==> config.mk <==
export PLATFORM = sky130hd
export DESIGN_NAME = iter_alu
export DESIGN_NICKNAME = d
export VERILOG_FILES = /design/src/rtl/alu_pkg.sv /design/src/rtl/iter_multiplier.sv /design/src/rtl/iter_alu.sv
export SDC_FILE = /design/constraint.sdc
export NUM_CORES = 1
export LEC_CHECK = 0
export ABC_CLOCK_PERIOD_IN_PS = 2600
export CAP_MARGIN = 20
export CORE_MARGIN = 2
export CORE_UTILIZATION = 55
export CTS_CLUSTER_SIZE = 12
export DETAILED_ROUTE_END_ITERATION = 10
export GPL_TIMING_DRIVEN = 0
export PLACE_DENSITY = 0.78
export SLEW_MARGIN = 20
export SYNTH_ARGS = -nofsm -noshare
export SYNTH_HDL_FRONTEND = slang
export SYNTH_SLANG_ARGS = --single-unit
==> constraint.sdc <==
create_clock -name clk -period 2.6 [get_ports clk]
set_input_delay 0.52 -clock clk [delete_from_list [all_inputs] [get_ports clk]]
set_output_delay 0.52 -clock clk [all_outputs]
set_load 0.01 [all_outputs]
==> src/rtl/alu_pkg.sv <==
// Shared types for the iterative ALU: opcodes, control states and the flag bundle.
package alu_pkg;

  typedef enum logic [2:0] {
    OP_ADD = 3'd0,
    OP_SUB = 3'd1,
    OP_AND = 3'd2,
    OP_OR  = 3'd3,
    OP_XOR = 3'd4,
    OP_SHL = 3'd5,
    OP_SHR = 3'd6,
    OP_MUL = 3'd7
  } opcode_e;

  typedef enum logic [1:0] {
    S_IDLE = 2'd0,
    S_BUSY = 2'd1,
    S_DONE = 2'd2
  } alu_state_e;

  typedef struct packed {
    logic overflow;
    logic unsigned_overflow;
    logic is_zero;
    logic sign;
  } alu_flags_t;

endpackage

==> src/rtl/iter_multiplier.sv <==
// Unsigned shift-add multiplier: one partial product per cycle, WIDTH steps per operation.
module iter_multiplier #(
  parameter int WIDTH = 8
) (
  input  logic               clk,
  input  logic               resetN,
  input  logic               start,
  input  logic [WIDTH-1:0]   op_a,
  input  logic [WIDTH-1:0]   op_b,
  output logic               done,
  output logic [2*WIDTH-1:0] product
);

  localparam int CW = $clog2(WIDTH) + 1;

  logic [CW-1:0]      count_r;
  logic [2*WIDTH-1:0] acc_r;
  logic [2*WIDTH-1:0] mcand_r;
  logic [WIDTH-1:0]   mplier_r;
  logic [2*WIDTH-1:0] acc_next_s;

  // Accumulator value after the current step; on the last step this is the full product.
  always_comb begin
    acc_next_s = acc_r;
    if (mplier_r[0]) begin
      acc_next_s = acc_r + mcand_r;
    end else begin
      acc_next_s = acc_r;
    end
  end

  assign done    = (count_r == CW'(1));
  assign product = acc_next_s;

  // Operand capture on start, then one shift-add step per cycle until the counter drains.
  always_ff @(posedge clk or negedge resetN) begin
    if (!resetN) begin
      count_r  <= '0;
      acc_r    <= '0;
      mcand_r  <= '0;
      mplier_r <= '0;
    end else if (start) begin
      count_r  <= CW'(WIDTH);
      acc_r    <= '0;
      mcand_r  <= {{WIDTH{1'b0}}, op_a};
      mplier_r <= op_b;
    end else if (count_r != '0) begin
      count_r  <= count_r - CW'(1);
      acc_r    <= acc_next_s;
      mcand_r  <= mcand_r << 1;
      mplier_r <= mplier_r >> 1;
    end else begin
      count_r  <= count_r;
      acc_r    <= acc_r;
      mcand_r  <= mcand_r;
      mplier_r <= mplier_r;
    end
  end

endmodule

==> src/rtl/iter_alu.sv <==
// Handshaked ALU: single-cycle add/sub/logic/shift, iterative multiply, results held until accepted.
module iter_alu
  import alu_pkg::*;
#(
  parameter int WIDTH  = 8,
  parameter bit MUL_EN = 1'b1
) (
  input  logic             clk,
  input  logic             resetN,
  input  logic             startValid,
  output logic             startReady,
  input  logic [2:0]       opcode,
  input  logic [WIDTH-1:0] firstArg,
  input  logic [WIDTH-1:0] secondArg,
  output logic             resultValid,
  input  logic             resultReady,
  output logic [WIDTH-1:0] result,
  output logic             overflow,
  output logic             unsignedOverflow,
  output logic             isZero,
  output logic             sign
);

  localparam int   SW     = $clog2(WIDTH);
  localparam int   MSB    = WIDTH - 1;
  localparam logic MUL_ON = MUL_EN;

  alu_state_e         state_r, state_next_s;
  logic [WIDTH-1:0]   result_r, result_next_s;
  alu_flags_t         flags_r, flags_next_s;
  logic               valid_r;
  logic               accept_s;
  opcode_e            op_s;
  logic [SW-1:0]      amt_s;
  logic [WIDTH:0]     sum_s, diff_s;
  logic [2*WIDTH-1:0] shl_s, shr_s;
  logic [WIDTH-1:0]   op_result_s;
  logic               op_ovf_s, op_uovf_s;
  logic               mul_done_s;
  logic [2*WIDTH-1:0] mul_prod_s;

  function automatic alu_flags_t make_flags(input logic ovf, input logic uovf,
                                            input logic [WIDTH-1:0] res);
    alu_flags_t f;
    f.overflow          = ovf;
    f.unsigned_overflow = uovf;
    f.is_zero           = (res == '0);
    f.sign              = res[MSB];
    return f;
  endfunction

  assign op_s       = opcode_e'(opcode);
  assign amt_s      = secondArg[SW-1:0];
  assign startReady = (state_r == S_IDLE);
  assign accept_s   = startValid && (state_r == S_IDLE);

  generate
    if (MUL_EN) begin : g_mul
      iter_multiplier #(.WIDTH(WIDTH)) u_mul (
        .clk     (clk),
        .resetN  (resetN),
        .start   (accept_s && (op_s == OP_MUL)),
        .op_a    (firstArg),
        .op_b    (secondArg),
        .done    (mul_done_s),
        .product (mul_prod_s)
      );
    end else begin : g_no_mul
      assign mul_done_s = 1'b0;
      assign mul_prod_s = '0;
    end
  endgenerate

  // Single-cycle datapath; an unimplemented MUL falls to the zero default.
  always_comb begin
    op_result_s = '0;
    op_ovf_s    = 1'b0;
    op_uovf_s   = 1'b0;
    sum_s       = {1'b0, firstArg} + {1'b0, secondArg};
    diff_s      = {1'b0, firstArg} - {1'b0, secondArg};
    shl_s       = {{WIDTH{1'b0}}, firstArg} << amt_s;
    shr_s       = {firstArg, {WIDTH{1'b0}}} >> amt_s;
    case (op_s)
      OP_ADD: begin
        op_result_s = sum_s[WIDTH-1:0];
        op_uovf_s   = sum_s[WIDTH];
        op_ovf_s    = (firstArg[MSB] == secondArg[MSB]) && (sum_s[MSB] != firstArg[MSB]);
      end
      OP_SUB: begin
        op_result_s = diff_s[WIDTH-1:0];
        op_uovf_s   = diff_s[WIDTH];
        op_ovf_s    = (firstArg[MSB] != secondArg[MSB]) && (diff_s[MSB] != firstArg[MSB]);
      end
      OP_AND: op_result_s = firstArg & secondArg;
      OP_OR:  op_result_s = firstArg | secondArg;
      OP_XOR: op_result_s = firstArg ^ secondArg;
      OP_SHL: begin
        op_result_s = shl_s[WIDTH-1:0];
        op_uovf_s   = |shl_s[2*WIDTH-1:WIDTH];
      end
      OP_SHR: begin
        op_result_s = shr_s[2*WIDTH-1:WIDTH];
        op_uovf_s   = |shr_s[WIDTH-1:0];
      end
      default: begin
        op_result_s = '0;
        op_ovf_s    = 1'b0;
        op_uovf_s   = 1'b0;
      end
    endcase
  end

  // Control: flags are only recomputed when a new result is loaded, so they hold through DONE.
  always_comb begin
    state_next_s  = state_r;
    result_next_s = result_r;
    flags_next_s  = flags_r;
    case (state_r)
      S_IDLE: begin
        if (accept_s && (op_s == OP_MUL) && MUL_ON) begin
          state_next_s = S_BUSY;
        end else if (accept_s) begin
          state_next_s  = S_DONE;
          result_next_s = op_result_s;
          flags_next_s  = make_flags(op_ovf_s, op_uovf_s, op_result_s);
        end else begin
          state_next_s = S_IDLE;
        end
      end
      S_BUSY: begin
        if (mul_done_s) begin
          state_next_s  = S_DONE;
          result_next_s = mul_prod_s[WIDTH-1:0];
          flags_next_s  = make_flags(|mul_prod_s[2*WIDTH-1:WIDTH],
                                     |mul_prod_s[2*WIDTH-1:WIDTH],
                                     mul_prod_s[WIDTH-1:0]);
        end else begin
          state_next_s = S_BUSY;
        end
      end
      S_DONE: begin
        if (resultReady) begin
          state_next_s = S_IDLE;
        end else begin
          state_next_s = S_DONE;
        end
      end
      default: state_next_s = S_IDLE;
    endcase
  end

  // State, result and flag registers; reset aborts any operation in flight.
  always_ff @(posedge clk or negedge resetN) begin
    if (!resetN) begin
      state_r  <= S_IDLE;
      result_r <= '0;
      flags_r  <= '0;
      valid_r  <= 1'b0;
    end else begin
      state_r  <= state_next_s;
      result_r <= result_next_s;
      flags_r  <= flags_next_s;
      valid_r  <= (state_next_s == S_DONE);
    end
  end

  assign resultValid      = valid_r;
  assign result           = result_r;
  assign overflow         = flags_r.overflow;
  assign unsignedOverflow = flags_r.unsigned_overflow;
  assign isZero           = flags_r.is_zero;
  assign sign             = flags_r.sign;

endmodule

After elaboration in Yosys (flattened, before gate mapping)
Cells that the tools add are included.
W data, S select, Z words.
{ "word_totals": {"register_bits": 59, "latchBits": 0, "ram_bits": 0, "romBits": 0, "inputBits": 23, "out_inout_bits": 14, "wordCells": 78, "mem_count": 0} }
{ "classes": {"addsub": 4, "mul": 0, "div_mod_pow": 0, "n_lt_le_gt_ge": 0, "eq_ne": 18, "shifts": 2, "n_mux": 25, "n_bitwise": 3, "reduce_logical": 15} }
{ "op_table": {"columns": ["op", "count"], "rows": [
  ["$mux W16", 5],
  ["$pmux W8 S7", 1],
  ["$mux W8", 5],
  ["$reduce_or A8 Y1", 3],
  ["$mux W4", 5],
  ["$add A16 B16 Y16", 1],
  ["$logic_not A8 Y1", 2],
  ["$pmux W8 S2", 1],
  ["$shl A8 B3 Y16", 1],
  ["$shr A16 B3 Y16", 1],
  ["$eq A3 B3 Y1 const B", 4],
  ["$add A8 B8 Y9", 1],
  ["$sub A8 B8 Y9", 1],
  ["$and A8 B8 Y8", 1],
  ["$mux W2", 4],
  ["$or A8 B8 Y8", 1],
  ["$pmux W4 S2", 1],
  ["$xor A8 B8 Y8", 1],
  ["$eq A3 B2 Y1 const B", 2],
  ["$pmux W2 S3", 1],
  ["$eq A2 B2 Y1 const B", 2],
  ["$eq A4 B1 Y1 const B", 1],
  ["$logic_and A1 B1 Y1", 4],
  ["$ne A2 B1 Y1 const B", 2],
  ["other kinds (13)", 16]
]} }

Depth between registers and ports, before layout
{ "logic_depth": {"word_depth": 7, "mapped_depth": 12, "mapped_depth_nobuf": 11} }

Modules after synthesis
From an unflattened synthesis, not the netlist that was laid out.
{ "hier_totals": {"cells_unflattened": 632, "area_unflattened_um2": 5326.4} }
{ "by_module_without_submodules": {"columns": ["mod", "n_inst", "cells_each", "area_per_inst_um2", "seq_area_each_um2"], "rows": [
  ["iter_multiplier", 1, 309, 2825.2, 1101.1],
  ["iter_alu", 1, 323, 2501.1, 350.3]
]} }

Worst setup path before layout
Ideal clock, no wire load.
{ "synth_path": {"kind": "input -> register", "startpoint": "input secondArg[2]", "endpoint": "register flags_r, in the netlist isZero", "setup_time_ps": 92, "t_arrival_ps": 3092, "t_required_ps": 2508, "slack_ps": -584, "cell_stages": 12, "n_path_buf": 2, "cell_sequence": "clkbuf_1 > inv_1 > ha_1 > buf_6 > a21o_1 > a21o_1 > a21o_1 > a21o_1 > and3b_1 > a211o_1 > or4_1 > o31ai_2"} }
{ "synth_between": {"elab_chain_len": 6, "word_cells_on_any_way": 12, "classes_between": "add/sub (2); shift (2); mux (4); bitwise (3); reduce/logical (1)"} }
{ "synth_lines": {"columns": ["item", "line", "rtl"], "rows": [
  ["start, declared", "iter_alu.sv:14", "input logic [WIDTH-1:0] secondArg,"],
  ["$sub A8 B8 Y9 (tied with other cells)", "iter_alu.sv:80", "diff_s = {1'b0, firstArg} - {1'b0, secondArg};"],
  ["$pmux W8 S7 (*)", "iter_alu.sv:83", "case (op_s)"],
  ["$logic_not A8 Y1 (*)", "iter_alu.sv:47", "f.is_zero = (res == '0);"],
  ["$mux W4 (*)", "iter_alu.sv:122", "end else if (accept_s) begin"],
  ["$mux W4 (*)", "iter_alu.sv:120", "if (accept_s && (op_s == OP_MUL) && MUL_ON) begin"],
  ["$pmux W4 S2 (*)", "iter_alu.sv:118", "case (state_r)"],
  ["end signal, assigned", "iter_alu.sv:162", "flags_r <= flags_next_s;"],
  ["end, declared", "iter_alu.sv:30", "alu_flags_t flags_r, flags_next_s;"]
]} }
Mark *: on every way between the ends. The rest lies on a longest branch, timed or not. The select of a mux whose other input is x is not followed.
A chain may end at the register's enable or synchronous reset.

Worst setup path in the final report
{ "layout_path": {"startpoint": "register g_mul.u_mul.mcand_r[0]", "endpoint": "register flags_r, in the netlist unsignedOverflow"} }
{ "layout_between": {"elab_chain_len": 5} }
{ "layout_lines": {"columns": ["item", "line", "rtl"], "rows": [
  ["start, declared", "iter_multiplier.sv:18", "logic [2*WIDTH-1:0] mcand_r;"],
  ["start signal, assigned", "iter_multiplier.sv:45", "mcand_r <= {{WIDTH{1'b0}}, op_a};"],
  ["start signal, assigned", "iter_multiplier.sv:50", "mcand_r <= mcand_r << 1;"],
  ["start signal, assigned", "iter_multiplier.sv:55", "mcand_r <= mcand_r;"],
  ["$add A16 B16 Y16", "iter_multiplier.sv:26", "acc_next_s = acc_r + mcand_r;"],
  ["$mux W16", "iter_multiplier.sv:25", "if (mplier_r[0]) begin"],
  ["$reduce_or A8 Y1", "iter_alu.sv:135", "|mul_prod_s[2*WIDTH-1:WIDTH],"],
  ["$mux W4", "iter_alu.sv:131", "if (mul_done_s) begin"],
  ["$pmux W4 S2", "iter_alu.sv:118", null]
]} }
No other way between the ends. The select of a mux whose other input is x is not followed.

==> summary.txt <==
Post-Route WL = 16300 µm
Hold Fails Final Rpt = 0
Tmin final = 2.99 ns
Vias post-DR = 5190
Post-synth top area cell = dfrtp_1
Reg clk slew, reported paths = 0.08 ns
Primary FF master, synth = dfrtp_1
Cts bufs inserted = 9
Peak supply drop = 430 µV
H-tree levels = 3
Failing checks = negative setup slack
Final Cycle Share = 1.15
HPWL Detailed = 11900 µm
Lkg Pwr = 2.78 nW
Antenna violations before repair = 0
FF-to-FF End = unsignedOverflow$_DFFE_PN0P_
Synth Net Count = 695
Cell Area, Placed = 5730 µm²
DR iter-0 viols = 349
Die W = 101 µm
Hold_buf cts = 0
Synthesis Warnings = 0
Status = finished with violations
Internal = 0.00312 W
EDFF count, synth = 0
Post-route cell area = 6350 µm²
Largest family of logic cells by synthesized area = compound AO/OA/AOI/OAI gates
Clock Latency Late Sink = 0.34 ns
Filler instances = 718
Compound-cell area share of the yosys netlist = 0.237
Worst r2r path cells = 12
Largest net degree at the start of global routing = 59
Comb pwr share = 0.549
#FFs+latches synth = 58
Tightest Pin Transition = 0.744 ns
Post-synthesis mux area share = 0.0910
R2r setup slk = -0.39 ns
DR WL/cell = 20.4 µm
Net Switching = 0.00245 W
Layout Nets = 755
CP Launch Type = flip-flop
Synth area leaders = dfrtp_1 (28%), ha_1 (10%), mux2i_1 (7.4%)
CTS root buf = clkbuf_8
Area Growth Syn to Fin = 22.9%
CTS sink cnt = 58
Setup crit end kind = flip-flop
WS Path Type = reg -> reg
Sw frac = 0.440
Layout cell share with drive strength beyond 1 = 0.177
Seq/Total Area, Yosys = 0.281
Total global-route track usage = 0.326
Vias per inst = 6.47
Total Die Area = 10200 µm²
Syn_area_per_cell = 8.26 µm²
Max Cap Violations = 0
FFs w/ async S/R, synth = 1.00
Simple-Gate Fraction of Synth Area = 0.181
Boundary Pins = 37
Synth Area in XOR/XNOR = 0.0370
Clock share of power = 0.176
Drt pass-1 iters = 5
Final GP Congestion = 1.04
Adder-cell share of the synthesized area = 0.116
TritonCTS clock tree = yes
First-pass GRT wire length = 25800 µm
Highest Clock Rate = 335 MHz
Synth Cell Area = 5170 µm²
Commonest non-fill, non-tap cells in the layout = nand2_1 (67), nor2_1 (60), dfrtp_1 (56)
Critical Path AT = 3.19 ns
Worst min path class = in -> async
Final setup fails = 5
Row Count = 35
Post-synth cell types = 67
Layout Cells excl Fill = 802
Vias in the first global route = 4928
Clock Skew = 0.0206 ns
Seq pwr share = 0.276
Final ANT Viol Nets = 0
CTS max path bufs = 2
Starting Density = 0.562
Critical Path RT = 2.81 ns
Gr ovfl total = 0
Most common cell after layout, fill and taps aside = nand2_1
Mapped Cells = 626
Unrepaired setup endpoints after global routing = yes
Antenna diodes = 0
Die Height = 101 µm
Power Total = 0.00557 W
Worst-path fanout max = 3
Slew HR = 0.504
Synth top area share = 0.281
Port Buffers = 35
Pwr dens = 877 nW/µm²
DRC Markers = 0
Inst Count DP = 772
Core Footprint = 9200 µm²
Fin. max-slew vios = 0
Critical Path Source = g_mul.u_mul.mcand_r[0]$_DFFE_PN0P_
R2R Path Start = g_mul.u_mul.mcand_r[0]$_DFFE_PN0P_
Final setup margin = -0.386 ns
worst max-delay path, cell delays in order, from the launching register on:
cell and delay (ns):
dfrtp_1 0.40, ha_2 0.20, fa_2 0.35, a21o_1 0.20, a221o_1 0.36, a211oi_4 0.25
buf_6 0.14, xnor2_2 0.06, mux2i_1 0.19, o2111ai_2 0.20, buf_4 0.19, nor4_2 0.16
a31oi_1 0.14
Yosys cell counts (9+ instances only):
cell and number:
nand2_1 68, nor2_1 61, dfrtp_1 58, a21oi_1 49, o21ai_0 49, ha_1 43, mux2i_1 38, inv_1 28
clkbuf_1 24, a211oi_1 21, xnor2_1 15, nand3_1 14, a21o_1 11, nor3_1 11, nor2b_1 10, nor4_1 9
flip-flops by register name, summed over array words and instances (netlist names):
name,count
g_mul.u_mul.acc_r,16
g_mul.u_mul.mcand_r,16
g_mul.u_mul.mplier_r,8
result,8
g_mul.u_mul.count_r,4
state_r,2
isZero,1
overflow,1
resultValid,1
unsignedOverflow,1
routing by layer:
metal	up-vias	global-route usage	wire length, µm
met5	-	0	0
met4	0	0.147	788
met3	56	0.0458	1010
met2	228	0.542	7720
met1	2506	0.420	6830
li1	2400	-	-
how the worst max path moves through the flow:
stage	end	slack (ns)
after floorplan	isZero$_DFFE_PN0P_	-0.25
after global placement	isZero$_DFFE_PN0P_	-1.61
after detailed placement	isZero$_DFFE_PN0P_	-1.61
after CTS	overflow$_DFFE_PN0P_	-0.38
after global routing	overflow$_DFFE_PN0P_	-0.45
final	unsignedOverflow$_DFFE_PN0P_	-0.39
cells by family after synthesis:
group,count (synthesis)
buf+inv,66
flops,58
simple gates,203
xor+xnor,21
compound gates,189
fa+ha+maj,46
mux,43
cell type report:
| cell class | instances | area [µm²] | share of cell area |
|---|---|---|---|
| flip-flops and latches | 58 | 1450 | 0.229 |
| clock inverters | 4 | 73.8 | 0.0116 |
| multi-input cells | 502 | 3740 | 0.588 |
| repair buffers | 49 | 432 | 0.0680 |
| plain buffers | 36 | 220 | 0.0347 |
| clock buffers | 12 | 155 | 0.0244 |
| well taps | 111 | 139 | 0.0219 |
| inverters | 30 | 143 | 0.0225 |
metrics by stage:
step | hold WS (ns) | setup slack (ns) | setup TNS (ns) | utilization
3_3_place_gp | 0.468 | -1.61 | -72.44 | 0.624
2_1_floorplan | 0.224 | -0.246 | -0.339 | -
5_1_grt | 0.294 | -0.454 | -1.57 | 0.691
3_5_place_dp | 0.479 | -1.61 | -29.92 | 0.623
4_1_cts | 0.263 | -0.379 | -0.931 | 0.667
6_report | 0.229 | -0.386 | -1.03 | 0.691
power by group through the flow:
stage               combinational [W]  sequential, W  clock [W]
floorplan                     0.00188        0.00149          0
global placement              0.00262        0.00152          0
detailed placement            0.00270        0.00153          0
CTS                           0.00282        0.00152   0.000981
global route                  0.00331        0.00157    0.00103
finish                        0.00306        0.00154   0.000979
what timing repair did:
action                                  in CTS  in global routing
resized for setup                           65                 63
pin swaps                                   10                 18
buffers inserted                             7                  7
endpoints found under the setup margin      51                 22
(Power assumes the default switching activity.)
